**src/rtl/keypad_scanner.sv**
```systemverilog
// 4x4 matrix keypad scanner: drives active-low columns, debounces press and release,
// emits a one-cycle key_valid per accepted key. Optional auto-repeat under KEYPAD_REPEAT_EN.
module keypad_scanner #(
  parameter int SCAN_DIV     = 48000,
  parameter int DEBOUNCE_CNT = 20,
  parameter int REPEAT_TICKS = 250
) (
  input  logic       int_osc,
  input  logic       reset,
  input  logic [3:0] row,
  output logic [3:0] col,
  output logic [3:0] key,
  output logic       key_valid,
  output logic       key_held,
  output logic [1:0] state_dbg
);

  // Handshake: key_valid is a one-cycle strobe with no ready; key is stable whenever key_valid is high.

  typedef enum logic [1:0] {
    SCAN     = 2'd0,
    DEBOUNCE = 2'd1,
    HELD     = 2'd2
  } state_t;

  localparam int DW = $clog2(SCAN_DIV);
  localparam int CW = $clog2(DEBOUNCE_CNT + 1);
  localparam logic [DW-1:0] DIV_LAST = DW'(SCAN_DIV - 1);
  localparam logic [CW-1:0] DEB_MAX  = CW'(DEBOUNCE_CNT);

  state_t        state, state_n;
  logic [3:0]    rs_meta, rs;
  logic [DW-1:0] div;
  logic          tick;
  logic [1:0]    col_idx, col_idx_n;
  logic [1:0]    r_lat, r_lat_n;
  logic [CW-1:0] cnt, cnt_n, cnt_inc;
  logic [3:0]    key_n;
  logic          valid_n, held_n;
  logic          one_low;
  logic [1:0]    row_idx;
  logic          lat_low;

`ifdef KEYPAD_REPEAT_EN
  localparam int RW = $clog2(REPEAT_TICKS + 1);
  localparam logic [RW-1:0] REP_MAX = RW'(REPEAT_TICKS);
  logic [RW-1:0] rep_cnt, rep_n, rep_inc;
`endif

  function automatic logic [3:0] key_code(input logic [1:0] r, input logic [1:0] c);
    logic [3:0] code;
    case ({r, c})
      4'h0: code = 4'h1;  4'h1: code = 4'h2;  4'h2: code = 4'h3;  4'h3: code = 4'hA;
      4'h4: code = 4'h4;  4'h5: code = 4'h5;  4'h6: code = 4'h6;  4'h7: code = 4'hB;
      4'h8: code = 4'h7;  4'h9: code = 4'h8;  4'hA: code = 4'h9;  4'hB: code = 4'hC;
      4'hC: code = 4'hE;  4'hD: code = 4'h0;  4'hE: code = 4'hF;  default: code = 4'hD;
    endcase
    return code;
  endfunction

  assign tick      = (div == DIV_LAST);
  assign col       = ~(4'b0001 << col_idx);
  assign state_dbg = state;
  assign cnt_inc   = cnt + 1'b1;
  assign lat_low   = (rs == ~(4'b0001 << r_lat));

  always_comb begin
    one_low = 1'b1;
    row_idx = 2'd0;
    case (rs)
      4'b1110: row_idx = 2'd0;
      4'b1101: row_idx = 2'd1;
      4'b1011: row_idx = 2'd2;
      4'b0111: row_idx = 2'd3;
      default: one_low = 1'b0;
    endcase
  end

  always_ff @(posedge int_osc) begin
    if (reset) begin
      rs_meta   <= 4'hF;
      rs        <= 4'hF;
      div       <= '0;
      state     <= SCAN;
      col_idx   <= 2'd0;
      r_lat     <= 2'd0;
      cnt       <= '0;
      key       <= 4'h0;
      key_valid <= 1'b0;
      key_held  <= 1'b0;
    end else begin
      rs_meta   <= row;
      rs        <= rs_meta;
      div       <= tick ? '0 : div + 1'b1;
      state     <= state_n;
      col_idx   <= col_idx_n;
      r_lat     <= r_lat_n;
      cnt       <= cnt_n;
      key       <= key_n;
      key_valid <= valid_n;
      key_held  <= held_n;
    end
  end

`ifdef KEYPAD_REPEAT_EN
  assign rep_inc = rep_cnt + 1'b1;

  always_ff @(posedge int_osc) begin
    if (reset) rep_cnt <= '0;
    else       rep_cnt <= rep_n;
  end
`endif

  // Column stays frozen outside SCAN so the latched key keeps being observed on its row.
  always_comb begin
    state_n   = state;
    col_idx_n = col_idx;
    r_lat_n   = r_lat;
    cnt_n     = cnt;
    key_n     = key;
    valid_n   = 1'b0;
    held_n    = key_held;
`ifdef KEYPAD_REPEAT_EN
    rep_n     = rep_cnt;
`endif
    if (tick) begin
      case (state)
        SCAN: begin
          if (one_low) begin
            r_lat_n = row_idx;
            cnt_n   = CW'(1);
            state_n = DEBOUNCE;
          end else begin
            col_idx_n = col_idx + 2'd1;
          end
        end
        DEBOUNCE: begin
          if (lat_low) begin
            if (cnt_inc == DEB_MAX) begin
              key_n   = key_code(r_lat, col_idx);
              valid_n = 1'b1;
              held_n  = 1'b1;
              cnt_n   = '0;
              state_n = HELD;
`ifdef KEYPAD_REPEAT_EN
              rep_n   = '0;
`endif
            end else begin
              cnt_n = cnt_inc;
            end
          end else begin
            cnt_n     = '0;
            state_n   = SCAN;
            col_idx_n = col_idx + 2'd1;
          end
        end
        HELD: begin
`ifdef KEYPAD_REPEAT_EN
          if (rep_inc == REP_MAX) begin
            valid_n = 1'b1;
            rep_n   = '0;
          end else begin
            rep_n = rep_inc;
          end
`endif
          if (rs[r_lat]) begin
            if (cnt_inc == DEB_MAX) begin
              held_n    = 1'b0;
              cnt_n     = '0;
              state_n   = SCAN;
              col_idx_n = col_idx + 2'd1;
`ifdef KEYPAD_REPEAT_EN
              rep_n     = '0;
`endif
            end else begin
              cnt_n = cnt_inc;
            end
          end else begin
            cnt_n = '0;
          end
        end
        default: begin
          state_n = SCAN;
          cnt_n   = '0;
        end
      endcase
    end
  end

endmodule
```
**config.mk**
```make
export PLATFORM = sky130hd
export DESIGN_NAME = keypad_scanner
export DESIGN_NICKNAME = d
export VERILOG_FILES = /design/src/rtl/keypad_scanner.sv
export SDC_FILE = /design/constraint.sdc
export NUM_CORES = 1
export LEC_CHECK = 0
export BUFFER_PORTS_ARGS = -buffer_cell sky130_fd_sc_hd__buf_2
export CAP_MARGIN = 20
export CORE_UTILIZATION = 30
export CTS_CLUSTER_SIZE = 12
export DETAILED_ROUTE_END_ITERATION = 8
export GPL_TIMING_DRIVEN = 0
export PLACE_DENSITY = 0.54
export SLEW_MARGIN = 20
export SYNTH_ARGS = -nofsm -noshare
export SYNTH_HDL_FRONTEND = slang
export SYNTH_SLANG_ARGS = --single-unit
```
**constraint.sdc**
```tcl
create_clock -name int_osc -period 3.6 [get_ports int_osc]
set_input_delay 0.36 -clock int_osc [delete_from_list [all_inputs] [get_ports int_osc]]
set_output_delay 0.36 -clock int_osc [all_outputs]
set_load 0.03 [all_outputs]
```
==> results.py, run 1 <==
metrics = {
    "run_status": {
        "status": "completed",
    },
    "die": {
        "core_um2": 6910,
        "rows": 30,
        "initial_core_util": 0.317,
        "die_h_um": 87.4,
        "die_x_um": 87.4,
        "dieArea_um2": 7640,
        "num_io_pins": 18,
    },
    "cts": {
        "ctsLongestPathBuffers": 2,
        "ctsResizeCount": 0,
        "clk_pin_slew_worst_paths_ns": 0.08,
        "numCtsBuffers": 5,
        "h-tree-depth": 2,
        "clock_latency_ns": 0.30,
        "cts_tree": "done",
        "holdBufCountCts": 0,
        "ctsRootBufferMaster": "clkbuf_8",
        "cts_sinks": 41,
        "postCtsSetupBuffers": 0,
    },
    "drt": {
        "drtIter0Drc": 98,
        "wl_per_cell_um": 11.9,
        "dr.pass1.iters": 5,
        "ant_nets": 0,
        "vias": 1769,
        "routed_wl_um": 4450,
        "via_per_inst": 4.72,
        "drc_errors": 0,
    },
    "placement": {
        "portBuffers": 17,
        "place_congestion": 0.809,
        "post-dp-hpwl_um": 3150,
        "dpl.cell_count": 367,
    },
    "setup_path": {
        "r2r_slack_ns": 1.27,
        "critPathCaptureType": "register",
        "crit_type": "register to register",
        "crit_slowest_cell": "nor3_4",
        "crit_arrival_ns": 2.50,
        "crit_required_ns": 3.77,
        "crit_path_cell_trace": "ha_1 -> nand4b_1 -> nor4_2 -> o21ai_2 -> nor3_4 -> mux2i_1 -> nor2_1",
        "startpoint_type": "register",
        "crit_fanout": 6,
        "slowest_delay_ns": 0.43,
    },
    "logic_synthesis": {
        "yosys-top-cells-area": "dfxtp_1, nor2_1, ha_1",
        "seq_area_frac_synth": 0.375,
        "synth_ff_type": "dfxtp_1",
        "async_reset_ff_frac": 0,
        "yosysUniqueCellTypes": 52,
        "post-synth-top-count-cell": "dfxtp_1",
        "synth_common_cells": "dfxtp_1, nor2_1, nand2_1, nand3_1, inv_1",
        "synth_cells": 254,
        "yosys_register_bits": 41,
        "synth_area_um2": 2190,
        "synth_area_per_cell_um2": 8.62,
        "ys_warn_count": 0,
        "synth_top_area_share": 0.375,
        "synth_nets": 269,
        "synth-edff-count": 0,
        "synth_largest_area_cell": "dfxtp_1",
    },
    "finish": {
        "fin_nets": 293,
        "antenna_cells": 0,
        "syn_to_final_growth_pct": 13.4,
        "stdcell_count": 375,
        "nFillCells": 744,
        "layout-drive-gt1-share": 0.186,
    },
    "power_and_ir_drop": {
        "p_per_area_nw_per_um2": 324,
        "leakagePower_nw": 0.890,
        "ir_drop_uv": 214,
        "p_total_mw": 0.804,
    },
    "grt": {
        "grt-ovfl-total": 0,
        "grt_max_degree": 14,
        "grt_pass1_wl_um": 7480,
        "first_global_vias": 1609,
        "antenna_found_initial": 0,
        "grtUsageTotal": 0.126,
    },
    "sta": {
        "slew_viol_final": 0,
        "tns_ns": 0,
        "fmax_mhz": 429,
        "period_minus_slack_ns": 2.33,
        "finalSetupViolCount": 0,
        "period_share": 0.647,
        "fin_skew_ns": 0.00420,
        "rsz0062_at_grt": "false",
        "maxSlewHeadroom": 0.416,
        "worst_slew_pin_slew_ns": 0.864,
        "hold_viol": 0,
    },
    "worst_hold_path": {
        "hold_class": "input port to register",
    },
    "job": {
        "max_cap_viol_count": 0,
    },
}
==> critical path, delay by kind of cell, from the launching register on <==
| kind | cells | cell delay, ns |
|---|---|---|
| DFF | 1 | 0.40 |
| muxes | 1 | 0.23 |
| and+or+nand+nor | 4 | 1.02 |
| AOI/OAI and AO/OA | 1 | 0.21 |
| adders and majority gates | 1 | 0.35 |
==> layer usage <==
metal / global-route usage / vias up / part of all wire
li1: - / 928 / -
met1: 0.167 / 808 / 0.52
met2: 0.200 / 26 / 0.44
met3: 0.0294 / 7 / 0.031
met4: 0.0492 / 0 / 0.016
met5: 0 / - / 0
==> kinds of logic after synthesis <==
kind of cell,after synthesis,share of synthesized area
flops,41,0.375
fa+ha+maj,9,0.0515
compound gates,39,0.122
simple gates,119,0.297
mux,11,0.0566
buf+inv,21,0.0417
xor+xnor,14,0.0560
==> area by class of cell <==
cell class | instances | area, um^2 | share of cell area
Multi-Input combinational cell | 192 | 1280 | 0.514
Sequential cell | 41 | 821 | 0.331
Tap cell | 96 | 120 | 0.0484
Timing Repair Buffer | 17 | 85.1 | 0.0343
Clock buffer | 6 | 72.6 | 0.0292
Buffer | 10 | 50.0 | 0.0202
Inverter | 11 | 41.3 | 0.0166
Clock inverter | 2 | 15.0 | 0.00605
==> through the flow <==
| step | hold slack, ns | utilization | setup WS, ns | area, um^2 |
|---|---|---|---|---|
| after global routing | 0.228 | 0.359 | 1.05 | 2480 |
| after CTS | 0.232 | 0.359 | 1.24 | 2480 |
| after floorplan | 0.389 | - | 1.66 | 2190 |
| final | 0.239 | 0.359 | 1.27 | 2480 |
| after detailed placement | 0.394 | 0.347 | 1.27 | 2390 |
| after global placement | 0.392 | 0.347 | 1.25 | 2390 |
==> cell usage in the layout, fill, tap and decap left out, types with 2 or more instances in the layout <==
cell,Yosys,routed
o22ai_1,3,3
a211oi_1,3,3
xnor2_1,4,4
clkbuf_8,0,5
nand4_1,5,5
nand2b_1,9,9
or2_2,10,10
mux2i_1,9,9
nand3_1,12,12
a31oi_1,2,2
clkinvlp_4,0,2
a21oi_1,10,10
nor2_1,35,35
ha_1,9,9
nand2_1,22,22
nand4b_1,3,3
clkbuf_1,7,8
o21ai_0,10,10
nor3_1,5,5
o21ai_2,2,2
inv_1,11,11
dfxtp_1,41,41
nand3b_1,2,2
xor2_1,10,10
buf_2,1,18
==> power breakdown <==
| part | switching [mW] | internal [mW] | total [mW] |
|---|---|---|---|
| clock | 0.168 | 0.137 | 0.304 |
| combinational | 0.0201 | 0.0133 | 0.0334 |
| sequential | 0.00622 | 0.460 | 0.466 |
| total | 0.194 | 0.610 | 0.804 |
==> state kept, by name, summed over array words and instances, names as in the netlist <==
name,count
state_dbg,2
key_valid,1
key,4
div,16
rs_meta,4
key_held,1
rs,4
cnt,5
r_lat,2
col_idx,2
==> path summary, 6_finish.rpt <==
check,from,end,cells after the start
setup / recovery,div[0],key[1],7
hold / removal,row[3],rs_meta[3],2
setup reg to reg,div[0],key[1],7
hold reg to reg,rs_meta[1],rs[1],1
Power figures use the tool's default switching activity.
==> inputs of run 2 (changes only) <==
- clock period: 3.6 -> 2.4 ns (I/O delays scaled with it)
==> results.py, run 2 (same netlist as run 1, synthesis figures left out) <==
metrics = {
    "sta": {
        "period_minus_slack_ns": 2.27,
        "finalSetupViolCount": 0,
        "fin_skew_ns": 0.00493,
        "slew_viol_final": 0,
        "worst_slew_pin_slew_ns": 0.896,
        "tns_ns": 0,
        "maxSlewHeadroom": 0.395,
        "rsz0062_at_grt": "false",
        "fmax_mhz": 440,
        "hold_ws_ns": 0.119,
        "period_share": 0.947,
        "hold_viol": 0,
    },
    "run_status": {
        "status": "completed",
    },
    "setup_path": {
        "r2r-start": "div[0]",
        "startpoint_type": "register",
        "timing.rr.end": "col_idx[0]",
        "crit_end": "col_idx[0]",
        "crit_type": "register to register",
        "crit_fanout": 6,
        "r2r_cells": 7,
        "worstSetupStartpoint": "div[0]",
        "r2r_slack_ns": 0.13,
        "critPathCaptureType": "register",
        "crit_required_ns": 2.59,
        "crit_arrival_ns": 2.46,
    },
    "placement": {
        "dpl.cell_count": 367,
        "dpl-instance-area_um2": 2390,
        "portBuffers": 17,
        "post-dp-hpwl_um": 3150,
        "place_congestion": 0.809,
    },
    "grt": {
        "grt-ovfl-total": 0,
        "grtUsageTotal": 0.126,
        "first_global_vias": 1609,
        "grt_max_degree": 14,
        "antenna_found_initial": 0,
        "grt_pass1_wl_um": 7480,
    },
    "drt": {
        "wl_per_cell_um": 11.9,
        "routed_wl_um": 4490,
        "via_per_inst": 4.68,
        "dr.pass1.iters": 4,
        "ant_nets": 0,
        "vias": 1761,
        "drc_errors": 0,
        "drtIter0Drc": 100,
    },
    "worst_hold_path": {
        "min_path_cells": 2,
        "hold_class": "input port to register",
    },
    "finish": {
        "stdcell_count": 376,
        "layout-drive-gt1-share": 0.193,
        "design_area_um2": 2500,
        "mostFrequentLayoutCells": "dfxtp_1, nor2_1, nand2_1, buf_2, nand3_1",
        "largest_register": "div",
        "syn_to_final_growth_pct": 14.4,
        "mostFrequentLayoutCell": "dfxtp_1",
        "largest_reg_flops": 16,
        "nFillCells": 745,
        "antenna_cells": 0,
        "fin_nets": 294,
        "reg_top3": "div x16, cnt x5",
    },
    "power_and_ir_drop": {
        "p_total_mw": 1.21,
        "p_per_area_nw_per_um2": 482,
        "ir_drop_uv": 321,
        "leakagePower_nw": 0.899,
    },
    "cts": {
        "ctsRootBufferMaster": "clkbuf_8",
        "clock_latency_ns": 0.30,
        "ctsLongestPathBuffers": 2,
        "h-tree-depth": 2,
        "cts_tree": "done",
        "clk_pin_slew_worst_paths_ns": 0.08,
        "cts_sinks": 41,
        "numCtsBuffers": 5,
    },
    "die": {
        "die_x_um": 87.4,
        "dieArea_um2": 7640,
        "num_io_pins": 18,
        "initial_core_util": 0.317,
        "die_h_um": 87.4,
        "rows": 30,
        "core_um2": 6910,
    },
    "job": {
        "max_cap_viol_count": 0,
    },
}
==> run 2: per-layer routing <==
layer | vias to the layer above | share of wire | global-route usage
met2 | 18 | 0.44 | 0.200
met5 | - | 0 | 0
met4 | 0 | 0.016 | 0.0492
li1 | 931 | - | -
met3 | 7 | 0.034 | 0.0294
met1 | 805 | 0.51 | 0.167
==> run 2: final cells by class <==
class                           instances  area (um^2)  share of cell area
Clock buffer                            6         72.6              0.0290
Clock inverter                          2         15.0             0.00600
Inverter                               11         41.3              0.0165
Buffer                                 10         50.0              0.0200
Sequential cell                        41          822               0.328
Timing Repair Buffer                   18          105              0.0420
Multi-Input combinational cell        192         1280               0.510
Tap cell                               96          120              0.0480
==> run 2: per-stage QoR <==
stage,setup WS [ns],util
floorplan,0.458,-
global placement,0.0520,0.347
detailed placement,0.0691,0.347
CTS,0.0388,0.359
global route,0.0114,0.362
finish,0.127,0.362
==> run 2: worst max-delay path: stages (launching register included) <==
cell	delay (ns)
dfxtp_1	0.39
ha_1	0.35
nand4b_1	0.15
nor4_2	0.39
o21ai_2	0.20
o21ai_2	0.21
nand4_2	0.14
mux2_1	0.33
==> run 2: timing repair <==
action,CTS,global route
gates resized for setup,0,1
hold buffers,0,0
setup endpoints to repair,0,6
buffers inserted,0,1
==> run 2: worst min path at each step <==
stage | from | end
after global placement | rs_meta[2] | rs[2]
final | row[3] | rs_meta[3]
after floorplan | row[0] | rs_meta[0]
after detailed placement | rs_meta[1] | rs[1]
after global routing | row[3] | rs_meta[3]
after CTS | row[3] | rs_meta[3]
==> run 2: power breakdown <==
group / leakage [nW] / internal [mW] / switching (mW) / total (mW)
registers: 0.333 / 0.690 / 0.00928 / 0.699
logic: 0.528 / 0.0200 / 0.0301 / 0.0501
clock network: 0.0374 / 0.205 / 0.251 / 0.456
==> inputs of run 3 (changes only) <==
- CORE_ASPECT_RATIO: default -> 1.4
==> results.py, run 3 (same netlist as run 1, synthesis figures left out) <==
metrics = {
    "drt": {
        "drc_errors": 0,
        "drtIter0Drc": 69,
        "routed_wl_um": 4390,
        "ant_nets": 0,
        "via_per_inst": 4.75,
        "vias": 1778,
        "wl_per_cell_um": 11.7,
        "dr.pass1.iters": 4,
    },
    "cts": {
        "ctsRootBufferMaster": "clkbuf_8",
        "numCtsBuffers": 5,
        "clk_pin_slew_worst_paths_ns": 0.08,
        "cts_tree": "done",
        "h-tree-depth": 2,
        "cts_sinks": 41,
        "ctsLongestPathBuffers": 2,
        "clock_latency_ns": 0.29,
    },
    "placement": {
        "place_congestion": 0.795,
        "portBuffers": 17,
        "dpl.cell_count": 366,
        "post-dp-hpwl_um": 3320,
        "dpl-instance-area_um2": 2390,
    },
    "finish": {
        "design_area_um2": 2520,
        "largest_reg_flops": 16,
        "mostFrequentLayoutCells": "dfxtp_1, nor2_1, nand2_1, buf_2, nand3_1",
        "post-route-util": 0.358,
        "largest_register": "div",
        "reg_top3": "div x16, cnt x5",
        "multiInputGateArea_um2": 1280,
        "nFillCells": 777,
        "fin_nets": 293,
        "antenna_cells": 0,
        "syn_to_final_growth_pct": 15.0,
        "layout-drive-gt1-share": 0.186,
        "mostFrequentLayoutCell": "dfxtp_1",
        "register_area_um2": 821,
        "stdcell_count": 374,
    },
    "power_and_ir_drop": {
        "leakagePower_nw": 0.928,
        "p_total_mw": 1.32,
        "p_per_area_nw_per_um2": 525,
        "ir_drop_uv": 201,
    },
    "sta": {
        "slew_viol_final": 0,
        "maxSlewHeadroom": 0.412,
        "rsz0062_at_grt": "false",
        "tns_ns": 0,
        "period_share": 0.908,
        "fmax_mhz": 459,
        "worst_slew_pin_slew_ns": 0.871,
        "period_minus_slack_ns": 2.18,
        "fin_skew_ns": 0.00807,
        "hold_viol": 0,
        "finalSetupViolCount": 0,
    },
    "die": {
        "num_io_pins": 18,
        "dieArea_um2": 7640,
        "die_x_um": 74.2,
        "rows": 36,
        "initial_core_util": 0.311,
        "core_um2": 7030,
        "die_h_um": 103,
    },
    "grt": {
        "grt-ovfl-total": 0,
        "grt_max_degree": 13,
        "grt_pass1_wl_um": 7450,
        "grtUsageTotal": 0.126,
        "first_global_vias": 1647,
        "antenna_found_initial": 0,
    },
    "setup_path": {
        "r2r_slack_ns": 0.22,
        "crit_end": "col_idx[0]",
        "crit_type": "register to register",
        "r2r_cells": 7,
        "crit_arrival_ns": 2.36,
        "crit_fanout": 9,
        "timing.rr.end": "col_idx[0]",
        "worstSetupStartpoint": "cnt[0]",
        "startpoint_type": "register",
        "critPathCaptureType": "register",
        "crit_required_ns": 2.58,
        "r2r-start": "cnt[0]",
    },
    "run_status": {
        "status": "completed",
    },
    "job": {
        "max_cap_viol_count": 0,
    },
    "worst_hold_path": {
        "hold_class": "input port to register",
    },
}
run 3: through the flow:
stage               setup slack, ns  hold WS (ns)
global route                 0.0216         0.117
finish                        0.220         0.127
detailed placement           0.0758         0.394
global placement             0.0990         0.394
floorplan                     0.458         0.344
CTS                          0.0559         0.116
run 3: routing by layer:
layer | up-vias | share of wire | global-route usage
met5 | - | 0 | 0
met4 | 0 | 0.014 | 0.0444
met2 | 21 | 0.54 | 0.235
met1 | 820 | 0.42 | 0.140
met3 | 7 | 0.026 | 0.0244
li1 | 930 | - | -
run 3: power breakdown:
group	internal [mW]	switching, mW	total [mW]
Combinational	0.0200	0.0295	0.0494
Sequential	0.690	0.00938	0.700
Clock	0.339	0.233	0.572
run 3: timing repair:
| action | in CTS | in global routing |
|---|---|---|
| endpoints found under the setup margin | 0 | 13 |
| buffers inserted | 0 | 0 |
| hold buffers | 0 | 0 |
| gates resized for setup | 0 | 1 |
run 3: how the worst min path moves through the flow:
stage          depth (start not counted)  startpoint    endpoint  slack [ns]
2_1_floorplan                          1      row[0]  rs_meta[0]        0.34
3_3_place_gp                           1  rs_meta[3]       rs[3]        0.39
3_5_place_dp                           1  rs_meta[2]       rs[2]        0.39
4_1_cts                                2      row[0]  rs_meta[0]        0.12
5_1_grt                                2      row[1]  rs_meta[1]        0.12
6_report                               2      row[0]  rs_meta[0]        0.13
run 3: area by class of cell:
type / count / share of cell area
Buffer: 10 / 0.0199
Tap cell: 95 / 0.0472
Sequential cell: 41 / 0.326
Timing Repair Buffer: 17 / 0.0338
Multi-Input combinational cell: 192 / 0.510
Clock inverter: 1 / 0.0119
Inverter: 11 / 0.0164
Clock buffer: 7 / 0.0343
run 3: worst max-delay path: stages (launching register included):
cell	delay, ns
dfxtp_1	0.50
ha_1	0.28
nand2_1	0.11
a211oi_1	0.33
o21ai_2	0.17
o21ai_2	0.20
nand4_2	0.14
mux2_1	0.33
